<file path="config.mk">
export PLATFORM = sky130hd
export DESIGN_NAME = onp_seq_ctrl
export DESIGN_NICKNAME = d
export VERILOG_FILES = /design/src/rtl/onp_pkg.sv /design/src/rtl/onp_tok_check.sv /design/src/rtl/onp_seq_ctrl.sv
export SDC_FILE = /design/constraint.sdc
export NUM_CORES = 1
export LEC_CHECK = 0
export BUFFER_PORTS_ARGS = -buffer_cell sky130_fd_sc_hd__buf_2
export CAP_MARGIN = 20
export CORE_MARGIN = 10
export CORE_UTILIZATION = 45
export DETAILED_ROUTE_END_ITERATION = 10
export GPL_ROUTABILITY_DRIVEN = 0
export PLACE_DENSITY = 0.81
export SLEW_MARGIN = 0
export SYNTH_ARGS = -nofsm -noshare
export SYNTH_HDL_FRONTEND = slang
export SYNTH_SLANG_ARGS = --single-unit
</file>
<file path="constraint.sdc">
create_clock -name clk -period 3.4 [get_ports clk]
set_clock_uncertainty 0.05 [all_clocks]
set_input_delay 0.68 -clock clk [delete_from_list [all_inputs] [get_ports clk]]
set_output_delay 0.68 -clock clk [all_outputs]
set_load 0.03 [all_outputs]
</file>
<file path="src/rtl/onp_pkg.sv">
// Shared types and defaults for the RPN token sequencer.
// ONP_ERR_SKIP_EN adds the DRAIN state used to swallow the rest of a bad expression.
package onp_pkg;

   localparam int W_DEF     = 16;
   localparam int CW_DEF    = 10;
   localparam int DEPTH_DEF = 1023;

   typedef enum logic [1:0] {
      TOK_NUM = 2'd0,
      TOK_OP  = 2'd1,
      TOK_END = 2'd2,
      TOK_CLR = 2'd3
   } tok_kind_e;

   typedef enum logic [1:0] {
      OP_PASS = 2'd0,
      OP_NEG  = 2'd1,
      OP_ADD  = 2'd2,
      OP_MUL  = 2'd3
   } op_e;

   typedef enum logic [1:0] {
      ERR_NONE   = 2'd0,
      ERR_UNDER  = 2'd1,
      ERR_OVER   = 2'd2,
      ERR_BADEND = 2'd3
   } err_e;

`ifdef ONP_ERR_SKIP_EN
   typedef enum logic [2:0] {
      ST_IDLE, ST_SETUP, ST_STROBE, ST_SETTLE, ST_RESULT, ST_CLEAR, ST_DRAIN
   } state_e;
`else
   typedef enum logic [2:0] {
      ST_IDLE, ST_SETUP, ST_STROBE, ST_SETTLE, ST_RESULT, ST_CLEAR
   } state_e;
`endif

   // Number of stack entries an opcode consumes.
   function automatic int op_arity(input op_e op);
      return (op == OP_ADD || op == OP_MUL) ? 2 : 1;
   endfunction

endpackage

</file>
<file path="src/rtl/onp_tok_check.sv">
// Combinational stack-legality check of one token against the core's occupancy.
module onp_tok_check
   import onp_pkg::*;
#(
   parameter int CW    = CW_DEF,
   parameter int DEPTH = DEPTH_DEF
) (
   input  tok_kind_e       kind,
   input  op_e             op,
   input  logic [CW-1:0]   cnt,
   output logic            ok,
   output err_e            err
);

   int cnt_i;
   assign cnt_i = int'(cnt);

   always_comb begin
      ok  = 1'b1;
      err = ERR_NONE;
      case (kind)
         TOK_NUM: if (cnt_i >= DEPTH) begin
            ok  = 1'b0;
            err = ERR_OVER;
         end
         TOK_OP: if (cnt_i < op_arity(op)) begin
            ok  = 1'b0;
            err = ERR_UNDER;
         end
         TOK_END: if (cnt_i != 1) begin
            ok  = 1'b0;
            err = ERR_BADEND;
         end
         default: ;
      endcase
   end

endmodule

</file>
<file path="src/rtl/onp_seq_ctrl.sv">
// Token sequencer driving the RPN stack core; one step strobe per legal token.
// Build with ONP_ERR_SKIP_EN to discard the remainder of an expression after an error.
module onp_seq_ctrl
   import onp_pkg::*;
#(
   parameter int DEPTH = DEPTH_DEF,
   parameter int W     = W_DEF,
   parameter int CW    = CW_DEF
) (
   input  logic          clk,
   input  logic          nrst,
   input  logic          tok_valid,
   output logic          tok_ready,
   input  logic [1:0]    tok_kind,
   input  logic [W-1:0]  tok_data,
   output logic          core_nrst,
   output logic          core_step,
   output logic          core_push,
   output logic [W-1:0]  core_d,
   output logic [1:0]    core_op,
   input  logic [W-1:0]  core_top,
   input  logic [CW-1:0] core_cnt,
   output logic          res_valid,
   input  logic          res_ready,
   output logic [W-1:0]  res_data,
   output logic          res_err,
   output logic [1:0]    err_code,
   output logic          busy
);

   state_e         state_reg, state_next;
   tok_kind_e      kind_reg, kind_next;
   op_e            op_reg, op_next;
   logic           tok_ready_reg, tok_ready_next;
   logic           core_nrst_reg, core_nrst_next;
   logic           core_step_reg, core_step_next;
   logic           core_push_reg, core_push_next;
   logic [W-1:0]   core_d_reg, core_d_next;
   logic [1:0]     core_op_reg, core_op_next;
   logic           res_valid_reg, res_valid_next;
   logic [W-1:0]   res_data_reg, res_data_next;
   logic           res_err_reg, res_err_next;
   logic [1:0]     err_code_reg, err_code_next;
   logic           busy_reg, busy_next;
   logic           chk_ok;
   err_e           chk_err;
   logic           tok_fire;

   assign tok_fire = tok_valid && tok_ready_reg;

   onp_tok_check #(.CW(CW), .DEPTH(DEPTH)) u_check (
      .kind (kind_reg),
      .op   (op_reg),
      .cnt  (core_cnt),
      .ok   (chk_ok),
      .err  (chk_err)
   );

   always_ff @(posedge clk or negedge nrst) begin
      if (!nrst) state_reg <= ST_IDLE;
      else       state_reg <= state_next;
   end

   always_comb begin
      state_next = state_reg;
      case (state_reg)
         ST_IDLE:   if (tok_fire) state_next = ST_SETUP;
         ST_SETUP: begin
            if (kind_reg == TOK_CLR)      state_next = ST_CLEAR;
            else if (kind_reg == TOK_END) state_next = ST_RESULT;
`ifdef ONP_ERR_SKIP_EN
            else if (!chk_ok)             state_next = ST_DRAIN;
`else
            else if (!chk_ok)             state_next = ST_RESULT;
`endif
            else                          state_next = ST_STROBE;
         end
         ST_STROBE: state_next = ST_SETTLE;
         ST_SETTLE: state_next = ST_IDLE;
         ST_RESULT: if (res_ready) state_next = ST_CLEAR;
         ST_CLEAR:  state_next = ST_IDLE;
`ifdef ONP_ERR_SKIP_EN
         ST_DRAIN: if (tok_fire) begin
            if (tok_kind_e'(tok_kind) == TOK_END)      state_next = ST_RESULT;
            else if (tok_kind_e'(tok_kind) == TOK_CLR) state_next = ST_CLEAR;
         end
`endif
         default:   state_next = ST_IDLE;
      endcase
   end

   always_comb begin
      kind_next      = kind_reg;
      op_next        = op_reg;
      core_push_next = core_push_reg;
      core_d_next    = core_d_reg;
      core_op_next   = core_op_reg;
      res_valid_next = res_valid_reg;
      res_data_next  = res_data_reg;
      res_err_next   = res_err_reg;
      err_code_next  = err_code_reg;
      core_step_next = (state_next == ST_STROBE);
      core_nrst_next = (state_next != ST_CLEAR);
      busy_next      = (state_next != ST_IDLE);
`ifdef ONP_ERR_SKIP_EN
      tok_ready_next = core_nrst_next && (state_next == ST_IDLE || state_next == ST_DRAIN);
`else
      tok_ready_next = core_nrst_next && (state_next == ST_IDLE);
`endif
      case (state_reg)
         ST_IDLE: if (tok_fire) begin
            kind_next      = tok_kind_e'(tok_kind);
            op_next        = op_e'(tok_data[1:0]);
            core_push_next = (tok_kind_e'(tok_kind) == TOK_NUM);
            core_d_next    = (tok_kind_e'(tok_kind) == TOK_NUM) ? tok_data : '0;
            core_op_next   = (tok_kind_e'(tok_kind) == TOK_OP) ? tok_data[1:0] : 2'd0;
         end
         ST_SETUP: begin
            // Only a legal NUM/OP keeps the drive lines for the strobe.
            if (state_next != ST_STROBE) begin
               core_push_next = 1'b0;
               core_d_next    = '0;
               core_op_next   = 2'd0;
            end
            if (state_next == ST_RESULT) begin
               res_valid_next = 1'b1;
               res_data_next  = chk_ok ? core_top : '0;
               res_err_next   = !chk_ok;
               err_code_next  = chk_err;
            end
`ifdef ONP_ERR_SKIP_EN
            if (state_next == ST_DRAIN) begin
               res_data_next = '0;
               res_err_next  = 1'b1;
               err_code_next = chk_err;
            end
`endif
         end
         ST_STROBE: begin
            core_push_next = 1'b0;
            core_d_next    = '0;
            core_op_next   = 2'd0;
         end
         ST_RESULT: if (res_ready) res_valid_next = 1'b0;
`ifdef ONP_ERR_SKIP_EN
         ST_DRAIN: if (state_next == ST_RESULT) res_valid_next = 1'b1;
`endif
         default: ;
      endcase
   end

   always_ff @(posedge clk or negedge nrst) begin
      if (!nrst) begin
         kind_reg      <= TOK_NUM;
         op_reg        <= OP_PASS;
         tok_ready_reg <= 1'b0;
         core_nrst_reg <= 1'b0;
         core_step_reg <= 1'b0;
         core_push_reg <= 1'b0;
         core_d_reg    <= '0;
         core_op_reg   <= 2'd0;
         res_valid_reg <= 1'b0;
         res_data_reg  <= '0;
         res_err_reg   <= 1'b0;
         err_code_reg  <= 2'd0;
         busy_reg      <= 1'b0;
      end else begin
         kind_reg      <= kind_next;
         op_reg        <= op_next;
         tok_ready_reg <= tok_ready_next;
         core_nrst_reg <= core_nrst_next;
         core_step_reg <= core_step_next;
         core_push_reg <= core_push_next;
         core_d_reg    <= core_d_next;
         core_op_reg   <= core_op_next;
         res_valid_reg <= res_valid_next;
         res_data_reg  <= res_data_next;
         res_err_reg   <= res_err_next;
         err_code_reg  <= err_code_next;
         busy_reg      <= busy_next;
      end
   end

   assign tok_ready = tok_ready_reg;
   assign core_nrst = core_nrst_reg;
   assign core_step = core_step_reg;
   assign core_push = core_push_reg;
   assign core_d    = core_d_reg;
   assign core_op   = core_op_reg;
   assign res_valid = res_valid_reg;
   assign res_data  = res_data_reg;
   assign res_err   = res_err_reg;
   assign err_code  = err_code_reg;
   assign busy      = busy_reg;

endmodule
</file>
==> flow_summary.json, run 1 <==
{
  "run_status": "completed",
  "placed_area_mm2": 0.00253,
  "via_per_inst": 5.50,
  "reg2reg_depth": 4,
  "finalHoldWorstSlack_ns": 0.266,
  "port_buffers": 90,
  "wl_per_cell_um": 17.4,
  "finalNonFillerCells": 302,
  "critPathKind": "register to register",
  "crit_required_ns": 3.58,
  "core_mm2": 0.00438,
  "tightest_slew_ns": 0.998,
  "antenna_found_initial": 0,
  "syn-num-nets": 206,
  "clock-sinks": 49,
  "antenna_cells": 0,
  "area_growth_pct": 30.5,
  "nFillCells": 359,
  "critPathCaptureType": "register",
  "yosysUniqueCellTypes": 34,
  "final_common_cell": "buf_2",
  "p_leak_nw": 1.43,
  "vias": 1661,
  "cts_resized": 0,
  "cts_root_buf": "clkbuf_8",
  "dp_hpwl_mm": 4.04,
  "drtIter0Drc": 64,
  "io_pins": 91,
  "die_y_um": 87.4,
  "fp.dieArea_mm2": 0.00764,
  "worstPathArrival_ns": 2.49,
  "grt_max_degree": 50,
  "postRouteAntennaNets": 0,
  "finalMaxSlewViolations": 0,
  "cts_hold_buf": 0,
  "r2r_setup_slack_ns": 1.09,
  "insertion_delay_ns": 0.30,
  "r2r-end": "res_data[5]$_DFFE_PN0P_",
  "rows": 24,
  "grt_pass1_wl_mm": 8.53,
  "initial_utilization_pct": 46.6,
  "ir_drop_v": 0.000442,
  "post_cts_buffers": 0,
  "p_total_w": 0.00192,
  "route.detailed.drc": 0,
  "grt_pass1_vias": 1794,
  "max_freq_mhz": 433,
  "htreeDepth": 2,
  "crit_fanout": 17,
  "start_kind": "register",
  "slowest_stage": "and3_1",
  "drt_wl_total_mm": 5.26,
  "die_x_um": 87.4,
  "drive_gt1_share_pct": 43.6,
  "grt_usage_pct": 13.8,
  "synth_area_mm2": 0.00204,
  "path_cells": "or3b_1, nor4b_2, and3_1, a22o_1",
  "final_area_mm2": 0.00267,
  "max_stage_delay_ns": 0.61,
  "ys_warn_count": 0,
  "cts_buffers": 5,
  "finalCriticalPeriod_ns": 2.31,
  "power_density_mw_per_mm2": 721,
  "period_share_pct": 68.0,
  "setup_viol": 0,
  "synthesis.instances": 157,
  "synth_area_per_cell_um2": 13.0,
  "dp_cells": 293,
  "path_clk_slew_ns": 0.09,
  "ys_seq_elements": 49,
  "final_cell_mix": "buf_2, dfrtp_1, a22o_1",
  "dr.pass1.iters": 4,
  "final_net_count": 298,
  "tns_ns": 0,
  "ys_seq_area_share_pct": 60.0,
  "finalHoldViolations": 0,
  "rsz0062_at_grt": "no",
  "cap_violations": 0,
  "slew_headroom_pct": 33.1,
  "r2r_start": "state_reg[1]$_DFF_PN0_",
  "cts_tree": "done",
  "clock_path_buffers": 2,
  "hold_class": "input port to async pin",
  "grt_overflow": 0
}
## cell families after synthesis
logic type / Yosys count / share of synthesized area (%)
adders and majority gates: 1 / 0.612
buffers and inverters: 12 / 3.12
DFF: 49 / 60.0
and+or+nand+nor: 38 / 11.0
AOI/OAI and AO/OA: 57 / 25.3
## per-layer routing
layer / track usage [%] / share of wire [%] / up-vias
met3: 5.71 / 12 / 7
met2: 22.0 / 46 / 68
met4: 4.78 / 1.3 / 0
met5: 0 / 0 / -
li1: - / - / 781
met1: 16.1 / 41 / 805
## cell usage after synthesis, drive strengths merged
cell    number  share of area (%)
nor3         3               0.73
nand2       12                2.2
a22o        33                 14
a21oi        3               0.73
a32o         3                1.5
nand4        3               0.92
or3b         1               0.43
o41ai        2                2.7
o31ai        2               0.73
and3         1               0.31
dfrtp       49                 60
a21o         3                1.1
or4          2                1.1
clkbuf       2               0.37
a211oi       3                1.1
o21a         1               0.37
buf          5                1.8
a22oi        1               0.37
nor2b        3               0.92
nor4b        1               0.73
o22ai        1               0.31
nand3        2                1.1
nor2         6                1.1
and2         1               0.31
o21ai        3               0.73
a31oi        1               0.31
and4         1               0.43
or2          1               0.31
ha           1               0.61
o221ai       1                1.3
inv          5               0.92
nor3b        1               0.37
## worst max-delay path, delay by kind of cell, from the launching register on
| family | cells | cell delay, ns |
|---|---|---|
| AND/OR/NAND/NOR | 3 | 1.45 |
| AO/OA/AOI/OAI | 1 | 0.23 |
| flip-flops | 1 | 0.51 |
## metrics by stage
stage	utilization (%)	worst slack (ns)
after floorplan	-	1.00
after global placement	57.6	0.825
after detailed placement	57.6	0.778
after CTS	60.4	1.11
after global routing	60.8	0.924
final	60.8	1.09
## where the power goes
part	leakage (nW)	switching, W	total (W)	internal [W]
clock	0.0574	0.000183	0.000422	0.000239
combinational	0.722	0.000471	0.000717	0.000246
sequential	0.653	0.0000949	0.000783	0.000688
## how the worst max path moves through the flow
stage	start	to	slack (ns)	cells past startpoint
2_1_floorplan	core_cnt[7]	core_d[0]$_DFFE_PN0P_	1.00	5
3_3_place_gp	core_cnt[7]	core_op[0]$_DFFE_PN0P_	0.82	5
3_5_place_dp	core_cnt[7]	core_op[1]$_DFFE_PN0P_	0.78	5
4_1_cts	core_cnt[7]	core_op[0]$_DFFE_PN0P_	1.11	5
5_1_grt	state_reg[1]$_DFF_PN0_	res_data[3]$_DFFE_PN0P_	0.92	4
6_report	state_reg[1]$_DFF_PN0_	res_data[5]$_DFFE_PN0P_	1.09	4
## final cells by class
| cell class | instances | area (um2) | share of cell area, % |
|---|---|---|---|
| multi-input combinational | 96 | 759 | 28.5 |
| tap | 52 | 65.1 | 2.44 |
| clock buffer | 6 | 82.6 | 3.10 |
| sequential | 49 | 1230 | 46.0 |
| clock inverter | 2 | 37.5 | 1.41 |
| timing repair buffer | 92 | 478 | 17.9 |
| inverter | 5 | 18.8 | 0.704 |
No activity file was read; power rests on OpenSTA's default activity.
==> run 2: changes to the inputs <==
- clock period: 3.4 -> 2.4 ns (I/O delays scaled with it)
==> run 2 against run 1 <==
  * Via count increased by 1.3%
  * Clock power is 17% higher
  * Sequential power grew 39%
  * Global-route usage hardly changed
  * Setup slack got worse by 0.75 ns
  * Register-to-register slack got worse by 0.68 ns
  * Core utilization rose by 0.20 points
  * Non-clock buffer count is 6 higher
  * Cell count is 2.0% higher
  * Hold slack worse by 0.068 ns
  * Combinational power is 49% higher
  * Sequential share of layout area is 0.15 points lower
  * Critical path type is now input port to register
  * Largest power group unchanged
==> flow_summary.json, run 2 (synthesized netlist as in run 1, its figures left out) <==
{
  "final_common_cell": "buf_2",
  "via_per_inst": 5.46,
  "ir_drop_v": 0.000593,
  "hold_class": "input port to async pin",
  "rows": 24,
  "cts_buffers": 5,
  "htreeDepth": 2,
  "finalCriticalPeriod_ns": 2.06,
  "die_y_um": 87.4,
  "antenna_cells": 0,
  "max_stage_delay_ns": 0.58,
  "cap_violations": 0,
  "finalMaxSlewViolations": 0,
  "dp_hpwl_mm": 4.16,
  "dr.pass1.iters": 4,
  "critPathCaptureType": "register",
  "reg2reg_depth": 6,
  "vias": 1683,
  "final_area_mm2": 0.00268,
  "core_mm2": 0.00438,
  "critPathKind": "input port to register",
  "crit_fanout": 19,
  "port_buffers": 90,
  "drt_wl_total_mm": 5.34,
  "slew_headroom_pct": 48.9,
  "post_cts_buffers": 0,
  "die_x_um": 87.4,
  "path_clk_slew_ns": 0.09,
  "initial_utilization_pct": 46.6,
  "grt_max_degree": 37,
  "placed_area_mm2": 0.00258,
  "area_growth_pct": 30.9,
  "drtIter0Drc": 96,
  "r2r_start": "op_reg[1]$_DFFE_PN0P_",
  "run_status": "completed",
  "r2r-end": "res_data[0]$_DFFE_PN0P_",
  "clock_path_buffers": 2,
  "tns_ns": 0,
  "grt_overflow": 0,
  "wl_per_cell_um": 17.3,
  "cts_resized": 0,
  "tightest_slew_ns": 0.767,
  "cts_tree": "done",
  "grt_usage_pct": 13.8,
  "path_cells": "buf_2, or4_4, o41ai_4, nand3_4, a22o_1",
  "route.detailed.drc": 0,
  "worstPathArrival_ns": 2.19,
  "postRouteAntennaNets": 0,
  "final_net_count": 304,
  "p_leak_nw": 1.45,
  "antenna_found_initial": 0,
  "max_freq_mhz": 486,
  "slowest_stage": "or4_4",
  "drive_gt1_share_pct": 44.9,
  "period_share_pct": 85.7,
  "start_kind": "input port",
  "setup_viol": 0,
  "fp.dieArea_mm2": 0.00764,
  "crit_required_ns": 2.53,
  "r2r_setup_slack_ns": 0.41,
  "grt_pass1_wl_mm": 8.48,
  "final_cell_mix": "buf_2, dfrtp_1, a22o_1",
  "cts_root_buf": "clkbuf_8",
  "insertion_delay_ns": 0.29,
  "cts_hold_buf": 0,
  "grt_pass1_vias": 1757,
  "power_density_mw_per_mm2": 993,
  "rsz0062_at_grt": "no",
  "finalHoldViolations": 0,
  "io_pins": 91,
  "clock-sinks": 49
}
run 2: cell types whose count changed in the layout (fill, tap and decap cells not counted), sizes merged:
cell,previous run,this run
buf,92,98
clkinv,0,2
clkinvlp,1,0
bufinv,1,0
run 2: through the flow:
stage	util, %	setup WS (ns)	cells	hold WS [ns]	power, W
after floorplan	-	0.202	157	0.134	0.00186
after global placement	58.8	0.0646	300	0.409	0.00216
after detailed placement	58.8	0.0263	300	0.410	0.00219
after CTS	61.0	0.353	308	0.221	0.00269
after global routing	61.0	0.272	308	0.247	0.00284
final	61.0	0.343	308	0.198	0.00266
run 2: power breakdown:
group | internal (W) | leakage, nW | total [W] | switching, W
Clock | 0.000234 | 0.0512 | 0.000494 | 0.000260
Sequential | 0.000975 | 0.653 | 0.00109 | 0.000118
Combinational | 0.000377 | 0.749 | 0.00107 | 0.000695
run 2: layer usage:
metal / track usage (%) / part of all wire [%] / vias to the layer above
met1: 16.8 / 42 / 805
met5: 0 / 0 / -
met4: 4.64 / 1.4 / 0
met3: 6.74 / 12 / 8
met2: 20.7 / 45 / 72
li1: - / - / 798
run 2: final cells by class:
| cell class | instances | area [um2] |
|---|---|---|
| multi-input cells | 96 | 759 |
| clock inverters | 2 | 13.8 |
| repair buffers | 98 | 510 |
| fillers | 358 | 1710 |
| flip-flops and latches | 49 | 1230 |
| clock buffers | 6 | 82.6 |
| well taps | 52 | 65.1 |
| inverters | 5 | 18.8 |
run 2: worst max-delay path by stage:
stage                                    to  slack [ns]  depth (start not counted)         from
global placement     core_op[0]$_DFFE_PN0P_        0.06                          5  core_cnt[7]
detailed placement   core_op[0]$_DFFE_PN0P_        0.03                          5  core_cnt[7]
finish              res_data[0]$_DFFE_PN0P_        0.34                          5  core_cnt[7]
global route         core_op[1]$_DFFE_PN0P_        0.27                          5  core_cnt[7]
CTS                 res_data[0]$_DFFE_PN0P_        0.35                          5  core_cnt[7]
floorplan             core_d[0]$_DFFE_PN0P_        0.20                          5  core_cnt[7]
run 2: worst max-delay path, delay by kind of cell:
kind            cells  cell delay [ns]
compound gates      2             0.77
simple gates        2             0.83
buf+inv             1             0.11
==> run 3: changes to the inputs <==
- CORE_ASPECT_RATIO: default -> 0.8
- CORE_MARGIN: 10 -> 2
- SETUP_SLACK_MARGIN: default -> 0.2
==> run 3 against run 2 <==
  * Die area down 33%
  * Global-route usage up 5.7 points
  * Clock power down 6.1%
  * Count of clock-buffer cells in the layout down 1
  * Highest routed layer unchanged
  * Register-to-register slack about the same
  * Setup slack better by 0.012 ns
==> flow_summary.json, run 3 (synthesized netlist as in run 1, its figures left out) <==
{
  "dp_hpwl_mm": 3.50,
  "wl_per_cell_um": 15.1,
  "max_stage_delay_ns": 0.58,
  "drt_wl_total_mm": 4.73,
  "rsz0062_at_grt": "no",
  "cts_buffers": 5,
  "grt_pass1_vias": 1677,
  "cts_resized": 0,
  "tns_ns": 0,
  "period_share_pct": 85.2,
  "fin_util_pct": 62.6,
  "die_x_um": 79.4,
  "crit_required_ns": 2.53,
  "grt_max_degree": 50,
  "antenna_cells": 0,
  "core_mm2": 0.00428,
  "clock_path_buffers": 2,
  "worstPathArrival_ns": 2.18,
  "dr.pass1.iters": 4,
  "max_freq_mhz": 489,
  "finalCriticalPeriod_ns": 2.04,
  "rows": 21,
  "p_leak_nw": 1.45,
  "vias": 1648,
  "setup_viol": 0,
  "run_status": "completed",
  "finalMaxSlewViolations": 0,
  "port_buffers": 90,
  "grt_pass1_wl_mm": 7.74,
  "critPathKind": "input port to register",
  "drive_gt1_share_pct": 45.1,
  "cap_violations": 0,
  "hold_class": "input port to async pin",
  "cts_root_buf": "clkbuf_8",
  "area_growth_pct": 31.1,
  "ir_drop_v": 0.000566,
  "slowest_stage": "or4_4",
  "antenna_found_initial": 0,
  "reg2reg_depth": 6,
  "route.detailed.drc": 0,
  "crit_fanout": 19,
  "dp_slack_ns": 0.0252,
  "grt_usage_pct": 19.5,
  "fin_ws_ns": 0.355,
  "final_cell_mix": "buf_2, dfrtp_1, a22o_1",
  "io_pins": 91,
  "initial_utilization_pct": 47.7,
  "final_net_count": 305,
  "post_cts_buffers": 0,
  "final_common_cell": "buf_2",
  "die_y_um": 64.3,
  "cts_hold_buf": 0,
  "power_density_mw_per_mm2": 979,
  "tightest_slew_ns": 0.604,
  "r2r_start": "op_reg[1]$_DFFE_PN0P_",
  "path_clk_slew_ns": 0.09,
  "nFillCells": 337,
  "critPathCaptureType": "register",
  "path_cells": "buf_2, or4_4, o41ai_4, o221ai_4, a32o_1",
  "drtIter0Drc": 84,
  "grt_overflow": 0,
  "slew_headroom_pct": 59.7,
  "p_total_w": 0.00262,
  "insertion_delay_ns": 0.30,
  "start_kind": "input port",
  "cts_tree": "done",
  "postRouteAntennaNets": 0,
  "clock-sinks": 49,
  "finalHoldViolations": 0,
  "via_per_inst": 5.25,
  "startpoint": "core_cnt[7]",
  "htreeDepth": 2,
  "finalHoldWorstSlack_ns": 0.214,
  "fp.dieArea_mm2": 0.00510
}
-- run 3: changes by cell type in the layout (fill, tap and decap cells not counted), sizes merged --
cell      before  now
buf           98   99
clkinvlp       0    1
clkbuf         6    5
-- run 3: worst max-delay path, delay by kind of cell --
kind / cells / cell delay (ns)
AOI/OAI and AO/OA: 3 / 1.01
and+or+nand+nor: 1 / 0.58
buffers and inverters: 1 / 0.11
-- run 3: stage by stage --
stage               area [um2]  std cells
finish                    2680        314
global route              2680        314
CTS                       2680        314
detailed placement        2590        306
global placement          2590        306
floorplan                 2040        157
-- run 3: routing by layer --
metal	track usage [%]	part of all wire (%)	vias up
li1	-	-	805
met1	26.1	44	770
met2	30.3	47	69
met3	5.79	8.2	4
met4	6.68	0.80	0
met5	0	0	-
-- run 3: cell type report --
class                   instances  area, um2  share of cell area [%]
repair buffers                 99        518                    19.3
clock buffers                   5       68.8                    2.57
inverters                       5       18.8                   0.700
well taps                      57       71.3                    2.66
flip-flops and latches         49       1230                    45.8
clock inverters                 3       17.5                   0.654
multi-input cells              96        759                    28.3
-- run 3: power by group --
part | switching, W | internal [W]
sequential | 0.000123 | 0.000976
combinational | 0.000682 | 0.000379
clock | 0.000263 | 0.000201
-- run 3: path summary, 6_finish.rpt --
check	to	slack [ns]
worst max-delay path	core_op[0]$_DFFE_PN0P_	0.36
worst max register to register	res_data[3]$_DFFE_PN0P_	0.42
worst min-delay path	res_data[6]$_DFFE_PN0P_	0.21
max in group asynchronous	core_op[0]$_DFFE_PN0P_	1.67
worst min register to register	core_op[1]$_DFFE_PN0P_	0.44
min in group clk	res_data[7]$_DFFE_PN0P_	0.35
